<file path="config.mk">
export PLATFORM = sky130hd
export DESIGN_NAME = zero_pattern_gen
export DESIGN_NICKNAME = d
export VERILOG_FILES = /design/src/rtl/zero_pattern_gen_pkg.sv /design/src/rtl/zero_pattern_gen_zero_counter8.sv /design/src/rtl/zero_pattern_gen.sv
export SDC_FILE = /design/constraint.sdc
export NUM_CORES = 1
export LEC_CHECK = 0
export CAP_MARGIN = 20
export CORE_ASPECT_RATIO = 0.9
export CORE_MARGIN = 5
export CORE_UTILIZATION = 35
export CTS_CLUSTER_DIAMETER = 50
export CTS_CLUSTER_SIZE = 28
export DETAILED_ROUTE_END_ITERATION = 6
export SLEW_MARGIN = 5
export SYNTH_ARGS = -nofsm -noshare
export SYNTH_HDL_FRONTEND = slang
export SYNTH_SLANG_ARGS = --single-unit
</file>
<file path="constraint.sdc">
create_clock -name clk -period 5.11 [get_ports clk]
set_input_delay 1.022 -clock clk [delete_from_list [all_inputs] [get_ports clk]]
set_output_delay 1.022 -clock clk [all_outputs]
set_load 0.03 [all_outputs]
</file>
<file path="src/rtl/zero_pattern_gen_pkg.sv">
// Shared constants and state encoding for the zero-count pattern generator.
package zero_pattern_gen_pkg;

  localparam int unsigned DATA_W    = 8;
  localparam int unsigned ZCNT_W    = 4;
  localparam int unsigned TOTAL_W   = 7;
  localparam int unsigned MAX_ZEROS = 8;

  typedef enum logic [1:0] {
    IDLE  = 2'd0,
    SCAN  = 2'd1,
    DRAIN = 2'd2,
    FIN   = 2'd3
  } state_t;

endpackage

</file>
<file path="src/rtl/zero_pattern_gen_zero_counter8.sv">
// Combinational count of zero bits in an 8-bit word.
module zero_counter8
  import zero_pattern_gen_pkg::*;
(
  input  logic [DATA_W-1:0] value,
  output logic [ZCNT_W-1:0] zeros_c
);

  always_comb begin
    zeros_c = '0;
    for (int i = 0; i < int'(DATA_W); i++) begin
      zeros_c = zeros_c + ZCNT_W'(!value[i]);
    end
  end

endmodule

</file>
<file path="src/rtl/zero_pattern_gen.sv">
// Enumerates, in ascending order, every byte whose zero count equals req_zeros,
// streaming them over a valid/ready handshake.
module zero_pattern_gen
  import zero_pattern_gen_pkg::*;
#(
  parameter int unsigned DW = 8
) (
  input  logic               clk,
  input  logic               rst_n,
  input  logic               start,
  input  logic [ZCNT_W-1:0]  req_zeros,
  output logic [DW-1:0]      data,
  output logic               valid,
  input  logic               ready,
  output logic               busy,
  output logic               done,
  output logic [TOTAL_W-1:0] total,
  output logic               err
);

  state_t              state;
  logic [DATA_W-1:0]   cand;
  logic [ZCNT_W-1:0]   req;
  logic [ZCNT_W-1:0]   cand_zeros_c;

  zero_counter8 u_zero_counter8 (
    .value   (cand),
    .zeros_c (cand_zeros_c)
  );

  always_ff @(posedge clk or negedge rst_n) begin
    if (!rst_n) begin
      state <= IDLE;
      cand  <= '0;
      req   <= '0;
      data  <= '0;
      valid <= 1'b0;
      busy  <= 1'b0;
      done  <= 1'b0;
      err   <= 1'b0;
      total <= '0;
    end else begin
      done <= 1'b0;
      err  <= 1'b0;

      // Transfers are counted in every state; IDLE never holds valid high.
      if (valid && ready) begin
        total <= total + TOTAL_W'(1);
      end

      case (state)
        IDLE: begin
          if (start) begin
            if (req_zeros > ZCNT_W'(MAX_ZEROS)) begin
              err <= 1'b1;
            end else begin
              req   <= req_zeros;
              cand  <= '0;
              total <= '0;
              busy  <= 1'b1;
              state <= SCAN;
            end
          end
        end

        SCAN: begin
          // Evaluate a new candidate only when the output slot is free.
          if (!valid || ready) begin
            if (cand_zeros_c == req) begin
              data  <= DW'(cand);
              valid <= 1'b1;
            end else begin
              valid <= 1'b0;
            end
            if (cand == DATA_W'(255)) begin
              state <= DRAIN;
            end else begin
              cand <= cand + DATA_W'(1);
            end
          end
        end

        DRAIN: begin
          if (!valid) begin
            state <= FIN;
          end else if (ready) begin
            valid <= 1'b0;
            state <= FIN;
          end
        end

        FIN: begin
          done  <= 1'b1;
          busy  <= 1'b0;
          state <= IDLE;
        end

        default: state <= IDLE;
      endcase
    end
  end

endmodule
</file>
=== Word level (Yosys, flattened, before mapping) ===
Index checks and enable logic that the tools add are counted.

* Add/sub/neg operators: 9
* Order comparisons: 1
* Equal/unequal tests: 11
* Muxes and demuxes: 28
* Bitwise logic cells: 1
* Reductions and logical operators: 21

{| class="wikitable"
|+ Operator list
! operator !! number
|-
| $mux W8 || 4
|-
| $mux W7 || 4
|-
| $add A4 B1 Y4 || 6
|-
| $pmux W8 S2 || 1
|-
| $mux W2 || 6
|-
| $mux W1 || 10
|-
| $ne A2 B2 Y1 const B || 5
|-
| $reduce_and A5 Y1 || 2
|-
| $logic_not A1 Y1 || 9
|-
| $reduce_and A3 Y1 || 3
|-
| $add A8 B1 Y8 const B || 1
|-
| $eq A8 B8 Y1 const B || 1
|-
| $pmux W2 S4 || 1
|-
| $add A7 B1 Y7 const B || 1
|-
| $reduce_bool A2 Y1 || 3
|-
| $eq A2 B2 Y1 const B || 2
|-
| $eq A4 B4 Y1 || 1
|-
| $gt A4 B4 Y1 const B || 1
|-
| $pmux W1 S2 || 2
|-
| $ne A3 B3 Y1 const B || 1
|-
| $add A1 B1 Y2 || 1
|-
| $eq A2 B1 Y1 const B || 1
|-
| $logic_not A2 Y1 || 1
|-
| $reduce_and A2 Y1 || 1
|-
| 3 further kinds || 3
|}

* Register bits after elaboration: 33
* Input bits: 8
* Output and inout port bits: 19
* Logic and storage cells: 80

=== Logic depth before layout (Yosys ltp) ===
Gate-level depths: netlist (run 1).

* Depth in word-level cells: 12
* Depth in mapped cells: 13
* Mapped depth without buffers: 13

=== Modules after synthesis ===
From an unflattened synthesis (run 1), not the netlist that was laid out.

* Cell total of the unflattened synthesis: 172
* Area total of the unflattened synthesis: 1838.0 µm²

{| class="wikitable"
|+ Modules (own cells, without submodules)
! module !! instances !! cells each !! area each (µm²) !! sequential area each (µm²)
|-
| zero_pattern_gen || 1 || 151 || 1659.1 || 825.8
|-
| zero_counter8 || 1 || 21 || 178.9 || 0.0
|}

=== Worst setup path after synthesis (run 1) ===
Ideal clock, no wire load.

* Kind: reg-to-reg
* From: reg cand[0]
* To: reg data[0]
* Setup time: 0.125 ns
* Arrival time: 3.466 ns
* Required time: 4.985 ns
* Setup slack: 1.519 ns
* Stages on the path, launching flop included: 14
* Buffers on the path: 0
* Period minus slack after synthesis: 3.591 ns
* Path through: dfrtp_1 -> inv_1 -> ha_1 -> inv_1 -> fa_1 -> inv_1 -> fa_1 -> inv_1 -> fa_1 -> fa_1 -> xnor2_1 -> xnor2_1 -> nand4_2 -> mux2_2

* Longest elaborated chain between the ends: 10

{| class="wikitable"
|+ RTL lines
! what !! RTL line !! source
|-
| start: declaration || zero_pattern_gen.sv:22 || <nowiki>logic [DATA_W-1:0] cand;</nowiki>
|-
| start signal: assignment || zero_pattern_gen.sv:78 || <nowiki>cand <= cand + DATA_W'(1);</nowiki>
|-
| $logic_not A1 Y1 || zero_pattern_gen_zero_counter8.sv:12 || <nowiki>zeros_c = zeros_c + ZCNT_W'(!value[i]);</nowiki>
|-
| $add A1 B1 Y2 || zero_pattern_gen_zero_counter8.sv:12 ||
|-
| $add A4 B1 Y4 (6 in series) || zero_pattern_gen_zero_counter8.sv:12 ||
|-
| $eq A4 B4 Y1 || zero_pattern_gen.sv:69 || <nowiki>if (cand_zeros_c == req) begin</nowiki>
|-
| $reduce_and A3 Y1 (no line) || -- ||
|-
| end signal: assignment || zero_pattern_gen.sv:70 || <nowiki>data <= DW'(cand);</nowiki>
|-
| end: declaration || zero_pattern_gen.sv:12 || <nowiki>output logic [DW-1:0] data,</nowiki>
|}

Parallel ways exist; a longest one is shown, timed or not.
A chain may end at the register's enable or synchronous reset.

=== Final worst setup path (run 1) ===
* From: reg cand[0]
* To: reg data[2]

* Longest elaborated chain between the ends: 10

{| class="wikitable"
|+ RTL lines
! what !! RTL line
|-
| $logic_not A1 Y1 || zero_pattern_gen_zero_counter8.sv:12
|-
| $add A1 B1 Y2 || zero_pattern_gen_zero_counter8.sv:12
|-
| $add A4 B1 Y4 (6 in series) || zero_pattern_gen_zero_counter8.sv:12
|-
| $eq A4 B4 Y1 || zero_pattern_gen.sv:69
|-
| $reduce_and A3 Y1 (no line) || --
|}

No other way between the ends.

==> impl_metrics.ini, run 1 <==
[worst_setup_path]
path_max_fanout = 8
start_kind = flip-flop
worstPathRequired_ps = 5280
arrival_ps = 4060
end_kind = flip-flop
rrSetupSlack_ps = 1220
path_class = flip-flop to flip-flop

[floorplanning]
coreArea_um2 = 4890
die_w_um = 85.4
fp.dieH_um = 77.8
ioPinCount = 27
start_util_pct = 36.6
dieArea_um2 = 6640
rows = 24

[synth]
synth_ff_type = dfrtp_1
yosysSeqAreaShare_pct = 46.2
syn_area_um2 = 1790
syn_area_per_cell_um2 = 10.7
synth_most_common_cell = dfrtp_1
synth_cell_type_count = 37
synthesis.instances = 167
synth-warning-count = 0
netlist.area_leader.share_pct = 46.2
synth.largest_area_cell = dfrtp_1
yosys-top-cells-area = dfrtp_1, ha_1, mux2_2
ys_seq_elements = 33
synth_commonest_cells = dfrtp_1, nand2_1, inv_1
syn_nets = 189
synth-edff-count = 0
synthArstFlopShare_pct = 100

[global_route]
overflow = 0
antenna_found_initial = 0
track_usage_pct = 12.0
grt_pass1_vias = 1276
grt_max_degree = 34
grt_pass1_wl_um = 6260

[power]
ir_worst_vdd_v = 0.000205
finalPower_mw = 1.16
power_density_nw_per_um2 = 521
power_leakage_nw = 1.02

[route]
wl_per_cell_um = 13.4
final_antenna_net_count = 0
drt-total-wl_um = 3540
drt-initial-drc-count = 96
avgViaCountPerCell = 4.89
drt-pass1-iter-count = 4
vias = 1291
drc_errors = 0

[clock_network]
cts_tree = yes
htreeDepth = 2
clk_latency_ps = 280
ctsHoldBuffers = 0
post_cts_buffers = 0
cts_made_buffers = 5
clkSinkCount = 33
cts-root-buf = clkbuf_8
cts_resized = 0
clockBufferDepth = 2
path_clk_slew_ps = 60

[sta]
finalSetupViolCount = 0
finalCritPeriodShare_pct = 76.2
max_freq_mhz = 257
slew_headroom_pct = 39.8
period_needed_ps = 3890
tns_ps = 0
rsz0062_at_grt = false
hold_violations = 0
maxSlewViolCount = 0
worst_pin_slew_ps = 902
skew_ps = 6.62

[final_layout]
area_delta_synth_final_pct = 23.9
drive_gt1_share_pct = 10.1
antennaDiodeCount = 0
fin_nets = 221
final_area_um2 = 2220

[hold_path]
hp-class = flip-flop to flip-flop

[place]
dpl_cell_area_um2 = 2130
place_congestion = 0.731
hpwlAfterDp_um = 2600
portBuffers = 26

[run]
drv_cap = 0

[status]
status = finished, final reports clean
layout by cell type (no fill, tap or decap), types with 2 or more instances in the layout:
| cell type | netlist | final |
|---|---|---|
| nor2_1 | 12 | 12 |
| nor2b_1 | 4 | 4 |
| xor2_1 | 5 | 5 |
| clkbuf_8 | 0 | 6 |
| dfrtp_1 | 33 | 33 |
| o21ai_0 | 6 | 6 |
| mux2i_1 | 4 | 4 |
| nand2_1 | 20 | 20 |
| or3_1 | 3 | 3 |
| xnor2_1 | 7 | 7 |
| fa_1 | 4 | 4 |
| nand4_1 | 2 | 2 |
| a21oi_1 | 4 | 4 |
| inv_1 | 13 | 13 |
| mux2_2 | 8 | 8 |
| nand3_1 | 10 | 10 |
| clkdlybuf4s50_1 | 0 | 26 |
| ha_1 | 10 | 10 |
state kept, by name (all words and copies together), names as in the netlist:
register	cells
cand	8
data	8
total	7
req	4
state	2
busy	1
done	1
err	1
valid	1
critical path, cell delays in order, from the launching register on:
cell	delay [ps]
dfrtp_1	410
inv_1	90
ha_1	310
inv_1	60
fa_1	470
inv_1	50
fa_1	470
inv_1	50
fa_1	400
fa_1	400
xnor2_1	210
xnor2_1	190
nand4_2	320
mux2_2	360
layer usage:
| layer | part of all wire [%] | vias up | track usage (%) |
|---|---|---|---|
| li1 | - | 634 | - |
| met4 | 1.8 | 0 | 5.22 |
| met1 | 48 | 630 | 16.5 |
| met2 | 47 | 22 | 17.6 |
| met5 | 0 | - | 0 |
| met3 | 3.0 | 5 | 3.50 |
power breakdown:
part           internal [mW]  switching [mW]  total, mW
Combinational          0.252           0.314      0.566
Sequential             0.330          0.0641      0.394
Clock                  0.107          0.0889      0.196
Total                  0.689           0.467       1.16
cells by family (layout without fill, tap and decap cells):
family | Yosys count | after routing | synth area share (%)
XOR/XNOR | 12 | 12 | 5.87
multiplexers | 13 | 13 | 7.90
flip-flops | 33 | 33 | 46.2
AO/OA/AOI/OAI | 22 | 22 | 9.79
AND/OR/NAND/NOR | 58 | 58 | 15.7
buffers and inverters | 15 | 47 | 3.15
adder cells (fa/ha/maj) | 14 | 14 | 11.5
worst paths after layout:
check	startpoint	to	cells past startpoint
max	cand[0]$_DFFE_PN0P_	data[2]$_DFFE_PN0P_	13
min	data[5]$_DFFE_PN0P_	data[5]$_DFFE_PN0P_	1
min reg2reg	data[5]$_DFFE_PN0P_	data[5]$_DFFE_PN0P_	1
min in group asynchronous	rst_n	data[1]$_DFFE_PN0P_	2
max reg2reg	cand[0]$_DFFE_PN0P_	data[2]$_DFFE_PN0P_	13
max in group asynchronous	rst_n	err$_DFF_PN0_	2
layout make-up:
type / count / area [um2]
well taps: 65 / 81.3
flip-flops and latches: 33 / 826
multi-input cells: 119 / 907
inverters: 13 / 48.8
clock buffers: 7 / 86.3
repair buffers: 27 / 268
fillers: 472 / 2680
metrics by stage:
step | util [%] | worst slack (ps) | cells | hold slack [ps]
final | 45.3 | 1220 | 264 | 504
after global routing | 45.3 | 979 | 264 | 523
after CTS | 45.3 | 1190 | 264 | 510
after detailed placement | 43.5 | 1220 | 257 | 495
after global placement | 43.5 | 1300 | 257 | 488
after floorplan | - | 1520 | 167 | 467
Note: power is estimated with default switching activity, not from simulation.
==> run 2, diff against run 1 <==
==> constraint.sdc (replaced) <==
create_clock -name clk -period 4.02 [get_ports clk]
set_input_delay 0.804 -clock clk [delete_from_list [all_inputs] [get_ports clk]]
set_output_delay 0.804 -clock clk [all_outputs]
set_load 0.03 [all_outputs]
==> impl_metrics.ini, run 2 (synthesized netlist as in run 1, its figures left out) <==
[status]
status = finished, final reports clean

[sta]
skew_ps = 4.28
maxSlewViolCount = 0
max_freq_mhz = 262
slew_headroom_pct = 72.1
finalCritPeriodShare_pct = 95.0
worst_pin_slew_ps = 418
rsz0062_at_grt = false
period_needed_ps = 3820
tns_ps = 0
finalSetupViolCount = 0
hold_violations = 0
hold_slack_ps = 501

[hold_path]
hold_end = data[2]$_DFFE_PN0P_
hp-class = flip-flop to flip-flop
min_from = data[2]$_DFFE_PN0P_
min_path_cells = 1

[final_layout]
fin_cells = 265
layout_common_cells = dfrtp_1, clkdlybuf4s50_1, nand2_1
layout_commonest_cell = dfrtp_1
antennaDiodeCount = 0
postLayoutCoreUtil_pct = 45.5
area_delta_synth_final_pct = 24.5
drive_gt1_share_pct = 11.0
fin_nets = 223
top_regs = cand: 8 flops, data: 8 flops, total: 7 flops
fillCellCount = 474

[global_route]
grt_pass1_wl_um = 5820
grt_max_degree = 34
top_usage_layer = met1
overflow = 0
gr-usage-met2_pct = 15.5
antenna_found_initial = 0
track_usage_pct = 11.0
grt_use_met1_pct = 15.8
grt_pass1_vias = 1156
met3_usage_pct = 3.18

[clock_network]
post_cts_buffers = 0
cts_made_buffers = 5
ctsHoldBuffers = 0
cts-root-buf = clkbuf_8
clockBufferDepth = 2
clk_latency_ps = 280
path_clk_slew_ps = 60
clkSinkCount = 33
cts_tree = yes
htreeDepth = 2

[floorplanning]
ioPinCount = 27
fp.dieH_um = 77.8
rows = 24
dieArea_um2 = 6640
die_w_um = 85.4
coreArea_um2 = 4890
start_util_pct = 36.6

[worst_setup_path]
path_class = flip-flop to flip-flop
r2r-start = cand[0]$_DFFE_PN0P_
worstPathRequired_ps = 4180
r2r-end = data[1]$_DFFE_PN0P_
end_kind = flip-flop
start_kind = flip-flop
path_max_fanout = 8
reg2reg_depth = 13
rrSetupSlack_ps = 200
arrival_ps = 3980

[route]
drt-pass1-iter-count = 4
drc_errors = 0
wl_per_cell_um = 13.1
avgViaCountPerCell = 4.72
drt-initial-drc-count = 87
vias = 1252
drt-total-wl_um = 3460
final_antenna_net_count = 0

[place]
portBuffers = 26
post-place-cells = 259
hpwlAfterDp_um = 2580
place_congestion = 0.758

[power]
ir_worst_vdd_v = 0.000303
power_density_nw_per_um2 = 660
power_leakage_nw = 1.02

[run]
drv_cap = 0
## run 2: changes by cell type in the layout (fill, tap and decap cells not counted), sizes merged
cell,delta
clkinv,+1
buf,+2
clkbuf,-2
## run 2: worst max-delay path by stage
stage / startpoint / to / slack [ps] / cells past startpoint
after floorplan: cand[0]$_DFFE_PN0P_ / data[0]$_DFFE_PN0P_ / 430 / 13
after global placement: cand[0]$_DFFE_PN0P_ / data[1]$_DFFE_PN0P_ / 210 / 13
after detailed placement: cand[0]$_DFFE_PN0P_ / data[2]$_DFFE_PN0P_ / 160 / 13
after CTS: cand[0]$_DFFE_PN0P_ / data[1]$_DFFE_PN0P_ / 140 / 13
after global routing: cand[0]$_DFFE_PN0P_ / data[0]$_DFFE_PN0P_ / 5 / 13
final: cand[0]$_DFFE_PN0P_ / data[1]$_DFFE_PN0P_ / 200 / 13
## run 2: metal layers
| layer | vias up | wire length [um] | part of all wire [%] |
|---|---|---|---|
| li1 | 633 | - | - |
| met1 | 601 | 1760 | 51 |
| met2 | 11 | 1560 | 45 |
| met5 | - | 0 | 0 |
| met3 | 7 | 79 | 2.3 |
| met4 | 0 | 60 | 1.7 |
## run 2: through the flow
step	setup slack, ps	power [mW]	area [um2]
2_1_floorplan	429	1.03	1790
3_3_place_gp	211	1.23	2150
3_5_place_dp	165	1.24	2150
4_1_cts	144	1.47	2220
5_1_grt	5.26	1.60	2230
6_report	200	1.47	2230
## run 2: cell type report
type / instances / area (um2) / share of cell area, %
clock buffer: 5 / 68.8 / 3.09
tap: 65 / 81.3 / 3.65
multi-input combinational: 119 / 916 / 41.1
timing repair buffer: 29 / 283 / 12.7
clock inverter: 1 / 5.00 / 0.225
inverter: 13 / 48.8 / 2.19
sequential: 33 / 826 / 37.1
## run 2: power breakdown
group / switching, mW / leakage, nW / internal [mW] / total (mW)
Clock: 0.110 / 0.0399 / 0.114 / 0.224
Combinational: 0.419 / 0.540 / 0.331 / 0.750
Sequential: 0.0779 / 0.437 / 0.420 / 0.497
## run 2: what timing repair did
item | in CTS | in global routing
endpoints found under the hold margin | 0 | 0
setup endpoints to repair | 0 | 8
gates resized for setup | 0 | 1
## run 2: worst max-delay path, stage by stage (launching register included)
cell and delay, ps:
dfrtp_1 410, inv_1 90, ha_1 300, inv_1 50, fa_1 470, inv_1 50
fa_1 470, inv_1 50, fa_1 390, fa_1 390, xnor2_1 150, xnor2_1 290
nand4_4 250, mux2_2 320
==> run 3, diff against run 2 <==
--- a/config.mk
+++ b/config.mk
@@ -7,11 +7,12 @@
 export LEC_CHECK = 0
 export CAP_MARGIN = 20
 export CORE_ASPECT_RATIO = 0.9
-export CORE_MARGIN = 5
+export CORE_MARGIN = 2
 export CORE_UTILIZATION = 35
 export CTS_CLUSTER_DIAMETER = 50
 export CTS_CLUSTER_SIZE = 28
 export DETAILED_ROUTE_END_ITERATION = 6
+export MAX_ROUTING_LAYER = met4
 export SLEW_MARGIN = 5
 export SYNTH_ARGS = -nofsm -noshare
 export SYNTH_HDL_FRONTEND = slang
==> impl_metrics.ini, run 3 (synthesized netlist as in run 1, its figures left out) <==
[final_layout]
postLayoutCoreUtil_pct = 45.8
layout_common_cells = dfrtp_1, clkdlybuf4s50_1, nand2_1
layout_commonest_cell = dfrtp_1
area_delta_synth_final_pct = 25.3
multi_input_area_um2 = 923
fillCellCount = 452
top_regs = cand: 8 flops, data: 8 flops, total: 7 flops
drive_gt1_share_pct = 10.9
antennaDiodeCount = 0
fin_nets = 223
fin_cells = 267
register_area_um2 = 826

[sta]
skew_ps = 3.83
maxSlewViolCount = 0
period_needed_ps = 3780
rsz0062_at_grt = false
layout_setup_ws_ps = 236
tns_ps = 0
hold_violations = 0
finalSetupViolCount = 0
worst_pin_slew_ps = 442
max_freq_mhz = 264
finalCritPeriodShare_pct = 94.1
slew_headroom_pct = 70.5

[worst_setup_path]
worstPathRequired_ps = 4180
startpoint = cand[0]$_DFFE_PN0P_
crit_slowest_cell = fa_1
r2r-start = cand[0]$_DFFE_PN0P_
start_kind = flip-flop
rrSetupSlack_ps = 240
path_class = flip-flop to flip-flop
endpoint = data[1]$_DFFE_PN0P_
arrival_ps = 3950
reg2reg_depth = 13
cp_cell_sequence = inv_1 -> ha_1 -> inv_1 -> fa_1 -> inv_1 -> fa_1 -> inv_1 -> fa_1 -> fa_1 -> xnor2_1 -> nor2_1 -> nand4_4 -> mux2_2
r2r-end = data[1]$_DFFE_PN0P_
critPathMaxStageDelay_ps = 470
path_max_fanout = 8
end_kind = flip-flop

[route]
vias = 1269
drt-pass1-iter-count = 5
wl_per_cell_um = 12.7
avgViaCountPerCell = 4.75
drt-initial-drc-count = 85
drc_errors = 0
final_antenna_net_count = 0
drt-total-wl_um = 3390

[place]
post-place-cells = 259
portBuffers = 26
hpwlAfterDp_um = 2540
place_congestion = 0.815
post-place-ws_ps = 118

[hold_path]
hp-class = flip-flop to flip-flop
min_from = data[7]$_DFFE_PN0P_

[floorplanning]
ioPinCount = 27
start_util_pct = 36.6
dieArea_um2 = 5700
fp.dieH_um = 71.8
coreArea_um2 = 4890
die_w_um = 79.4
rows = 24

[global_route]
grt_max_degree = 34
antenna_found_initial = 0
track_usage_pct = 14.3
overflow = 0
grt_pass1_vias = 1226
grt_pass1_wl_um = 5900

[clock_network]
ctsHoldBuffers = 0
cts_resized = 0
cts-root-buf = clkbuf_8
cts_made_buffers = 5
htreeDepth = 2
cts_tree = yes
clkSinkCount = 33
clockBufferDepth = 2
path_clk_slew_ps = 60
clk_latency_ps = 280
post_cts_buffers = 0

[power]
finalPower_mw = 1.50
ir_worst_vdd_v = 0.000288
power_density_nw_per_um2 = 669
power_leakage_nw = 1.02

[run]
drv_cap = 0

[status]
status = finished, final reports clean
run 3: cell count changes in the layout (fill, tap and decap cells not counted):
| cell | previous run | this run |
|---|---|---|
| xnor2_1 | 7 | 6 |
| clkbuf_1 | 0 | 3 |
| clkinv_2 | 1 | 0 |
| xnor2_2 | 0 | 1 |
run 3: power by group:
group          leakage (nW)  internal (mW)  switching (mW)  total, mW
logic                 0.546          0.344           0.431      0.775
clock network        0.0395          0.123           0.109      0.232
registers             0.437          0.420          0.0743      0.494
run 3: critical path, delay by kind of cell (launching register included):
kind,cells,cell delay [ps]
fa+ha+maj,5,2110
buf+inv,4,250
simple gates,2,440
flops,1,410
mux,1,330
xor+xnor,1,140
run 3: how the worst min path moves through the flow:
stage / end / cells past startpoint / slack [ps]
after floorplan: req[0]$_DFFE_PN0P_ / 2 / 470
after global placement: data[7]$_DFFE_PN0P_ / 1 / 490
after detailed placement: req[2]$_DFFE_PN0P_ / 2 / 490
after CTS: data[5]$_DFFE_PN0P_ / 1 / 510
after global routing: req[0]$_DFFE_PN0P_ / 2 / 530
final: data[7]$_DFFE_PN0P_ / 1 / 500
run 3: final cells by class:
class	count	share of cell area, %
Multi-Input combinational cell	119	41.2
Tap cell	65	3.63
Sequential cell	33	36.8
Clock buffer	8	3.57
Inverter	13	2.18
Timing Repair Buffer	29	12.6
run 3: layer usage:
| metal | GRT usage [%] | up-vias | share of wire [%] |
|---|---|---|---|
| li1 | - | 639 | - |
| met1 | 19.0 | 607 | 49 |
| met2 | 20.4 | 16 | 46 |
| met3 | 3.02 | 7 | 2.3 |
| met4 | 7.47 | 0 | 2.1 |
| met5 | - | - | 0 |
run 3: metrics by stage:
step / cell area, um2 / hold WS [ps]
finish: 2240 / 503
global route: 2240 / 534
CTS: 2230 / 510
detailed placement: 2150 / 492
global placement: 2150 / 488
floorplan: 1790 / 467
==> patch, RTL diff (settings of run 1) <==
Set the package constant `MAX_ZEROS` to 4 (it was 8).
--- a/src/rtl/zero_pattern_gen_pkg.sv
+++ b/src/rtl/zero_pattern_gen_pkg.sv
@@ -4,7 +4,7 @@
   localparam int unsigned DATA_W    = 8;
   localparam int unsigned ZCNT_W    = 4;
   localparam int unsigned TOTAL_W   = 7;
-  localparam int unsigned MAX_ZEROS = 8;
+  localparam int unsigned MAX_ZEROS = 4;
 
   typedef enum logic [1:0] {
     IDLE  = 2'd0,
Function: changed (a bounded check fails within 4 cycles, from zero or initial values and one cycle with rst_n low).
==> patch against run 1 <==
- non-clock buffer count stayed put
- wire length increased by 1.1%
- combinational power is 26% higher
- power rose by 20%
- sequential cell count unchanged
- worst setup slack gained 0.0034 ns
- design area grew 2.0%
- global-route usage grew 0.31 points
- largest cell class unchanged
- area after synthesis rose by 0.98%
==> patch: results (changes against run 1) <==
stage,metric,value,unit,change
status,run_status,"complete, no violations",,
synth,synth_mux_area_share,7.479,%,-0.42 points
placed_design,place.detailed.instances,254,,-1.2%
drt,totalWireLength,3584,um,+1.1%
clocking,clk-insertion-delay-late,0.28,ns,about the same
finish,num-fill-cells,473,,+0.21%
drt,detail_route.iter0.violations,68,,-29%
synth,synth.top_cells.by_count,"dfrtp_1 (33), nor2_1 (17), inv_1 (14)",,
synth,netlist-cell-type-count,37,,unchanged
timing,slew_headroom,46.50,%,+6.7 points
global_routing,grt_max_degree,34,,unchanged
synth,top_post_synthesis_cells_by_area,"dfrtp_1 (46%), mux2_2 (6.9%), ha_1 (6.2%)",,
finish,drive_gt1_share,14.72,%,+4.7 points
hold_path,hold_path_class,reg -> reg,,
clocking,cts-buffers-inserted,5,,unchanged
drt,dr.max_layer_used,met4,,
finish,largest_registers,"cand x8, data x8, total x7",,
synth,asyncSetResetFlopFracSynth,100.0,%,unchanged
placed_design,routabilityCongestion,0.8291,,+13%
clocking,clkSlewWorstSetupHoldPaths,0.07,ns,
drt,wl_met1,1705,um,-0.29%
global_routing,first_global_vias,1354,,+6.1%
drt,route.met2.wl,1628,um,-2.1%
synth,synth.yosys.seq_area_share,45.71,%,-0.45 points
global_routing,grt_util_all_layers,12.36,%,+0.31 points
drt,drtPass1Iterations,4,,unchanged
pwr,cellLeakagePower,1.010,nW,-0.77%
clocking,cts_setup_buffers,0,,unchanged
placed_design,dp_hpwl,2661,um,+2.2%
global_routing,grt_antenna_before_repair,0,,unchanged
synth,yosys.area_share.adder,10.66,%,-0.80 points
timing,finalClockSkew,0.003167,ns,-0.003456 ns
pwr,ir_drop,0.2145,mV,+4.8%
synth,synth_compound_area_share,10.66,%,+0.87 points
clocking,ctsHtreeMaxLevel,2,,unchanged
finish,antenna_cells,0,,unchanged
synth,synth_enable_flop_cells,0,,unchanged
drt,detailroute.via_count,1263,,-2.2%
finish,layout.nets,217,,-1.8%
clocking,cts_resized,0,,unchanged
synth,synth_fp_nets,185,,-2.1%
drt,dr_wl_met3,158,um,+50%
clocking,cts_buffer_depth,2,,unchanged
worst_setup_path,cp_max_fo,8,,unchanged
drt,avgViaCountPerCell,4.821,,-1.4%
synth,postSynth.topFlopCell,dfrtp_1,,
clocking,clock_tree.root_cell,clkbuf_8,,
synth,synth-xor-area-share,6.787,%,+0.91 points
worst_setup_path,critPathMaxStageDelay,0.47,ns,about the same
synth,netlist_instances,164,,-1.8%
global_routing,grt_first_pass_wirelength,6520,um,+4.2%
-- patch: cell count changes after synthesis, moves of 3 or more --
cell,change
nand2_1,-10
nor2_1,+5
mux2i_1,-4
mux2_2,+3
nand3_1,-3
or3_1,-3
-- patch: worst paths after layout --
path                                     startpoint                   to  slack (ns)  cells past startpoint
worst max-delay path            cand[0]$_DFFE_PN0P_  data[1]$_DFFE_PN0P_        1.22                     13
worst min-delay path            data[5]$_DFFE_PN0P_  data[5]$_DFFE_PN0P_        0.51                      1
worst max register to register  cand[0]$_DFFE_PN0P_  data[1]$_DFFE_PN0P_        1.22                     13
worst min register to register  data[5]$_DFFE_PN0P_  data[5]$_DFFE_PN0P_        0.51                      1
max in group asynchronous                     rst_n    valid$_DFFE_PN0P_        3.67                      2
min in group asynchronous                     rst_n  cand[4]$_DFFE_PN0P_        1.14                      2
-- patch: per-stage QoR --
step	worst slack [ns]	hold slack, ns	instance area [um^2]	util (%)	power, mW
finish	1.222	0.5066	2262	45.93	1.387
detailed placement	1.203	0.4983	2146	43.57	1.146
global route	0.9946	0.5256	2262	45.93	1.513
floorplan	1.486	0.4839	1807	-	0.9380
CTS	1.198	0.5153	2262	45.93	1.407
global placement	1.292	0.4884	2146	43.57	1.139
-- patch: area by class of cell --
| class | instances | area, um^2 | area share [%] |
|---|---|---|---|
| Tap cell | 65 | 81.33 | 3.595 |
| Clock inverter | 1 | 30.03 | 1.327 |
| Clock buffer | 7 | 86.33 | 3.816 |
| Timing Repair Buffer | 27 | 267.8 | 11.84 |
| Multi-Input combinational cell | 115 | 918.4 | 40.60 |
| Sequential cell | 33 | 825.8 | 36.50 |
| Inverter | 14 | 52.55 | 2.323 |
-- patch: power by group --
part           internal (mW)  switching, mW  total [mW]
registers              0.344         0.0741       0.418
logic                  0.322          0.392       0.714
clock network          0.159         0.0954       0.254
total                  0.825          0.561        1.39
-- patch: worst max-delay path, delay by kind of cell (launching register included) --
| kind | cells | cell delay, ns |
|---|---|---|
| fa+ha+maj | 5 | 2.06 |
| flops | 1 | 0.42 |
| xor+xnor | 2 | 0.40 |
| mux | 1 | 0.36 |
| simple gates | 1 | 0.30 |
| buf+inv | 4 | 0.23 |
-- patch: cell families after synthesis --
family	Yosys count
buf+inv	16
simple gates	51
xor+xnor	14
fa+ha+maj	13
mux	12
flops	33
compound gates	25
-- patch: routing by layer --
metal,track usage (%),vias up
met5,0,-
met4,7.120,0
met3,2.618,10
met2,19.02,22
met1,16.06,611
li1,-,620
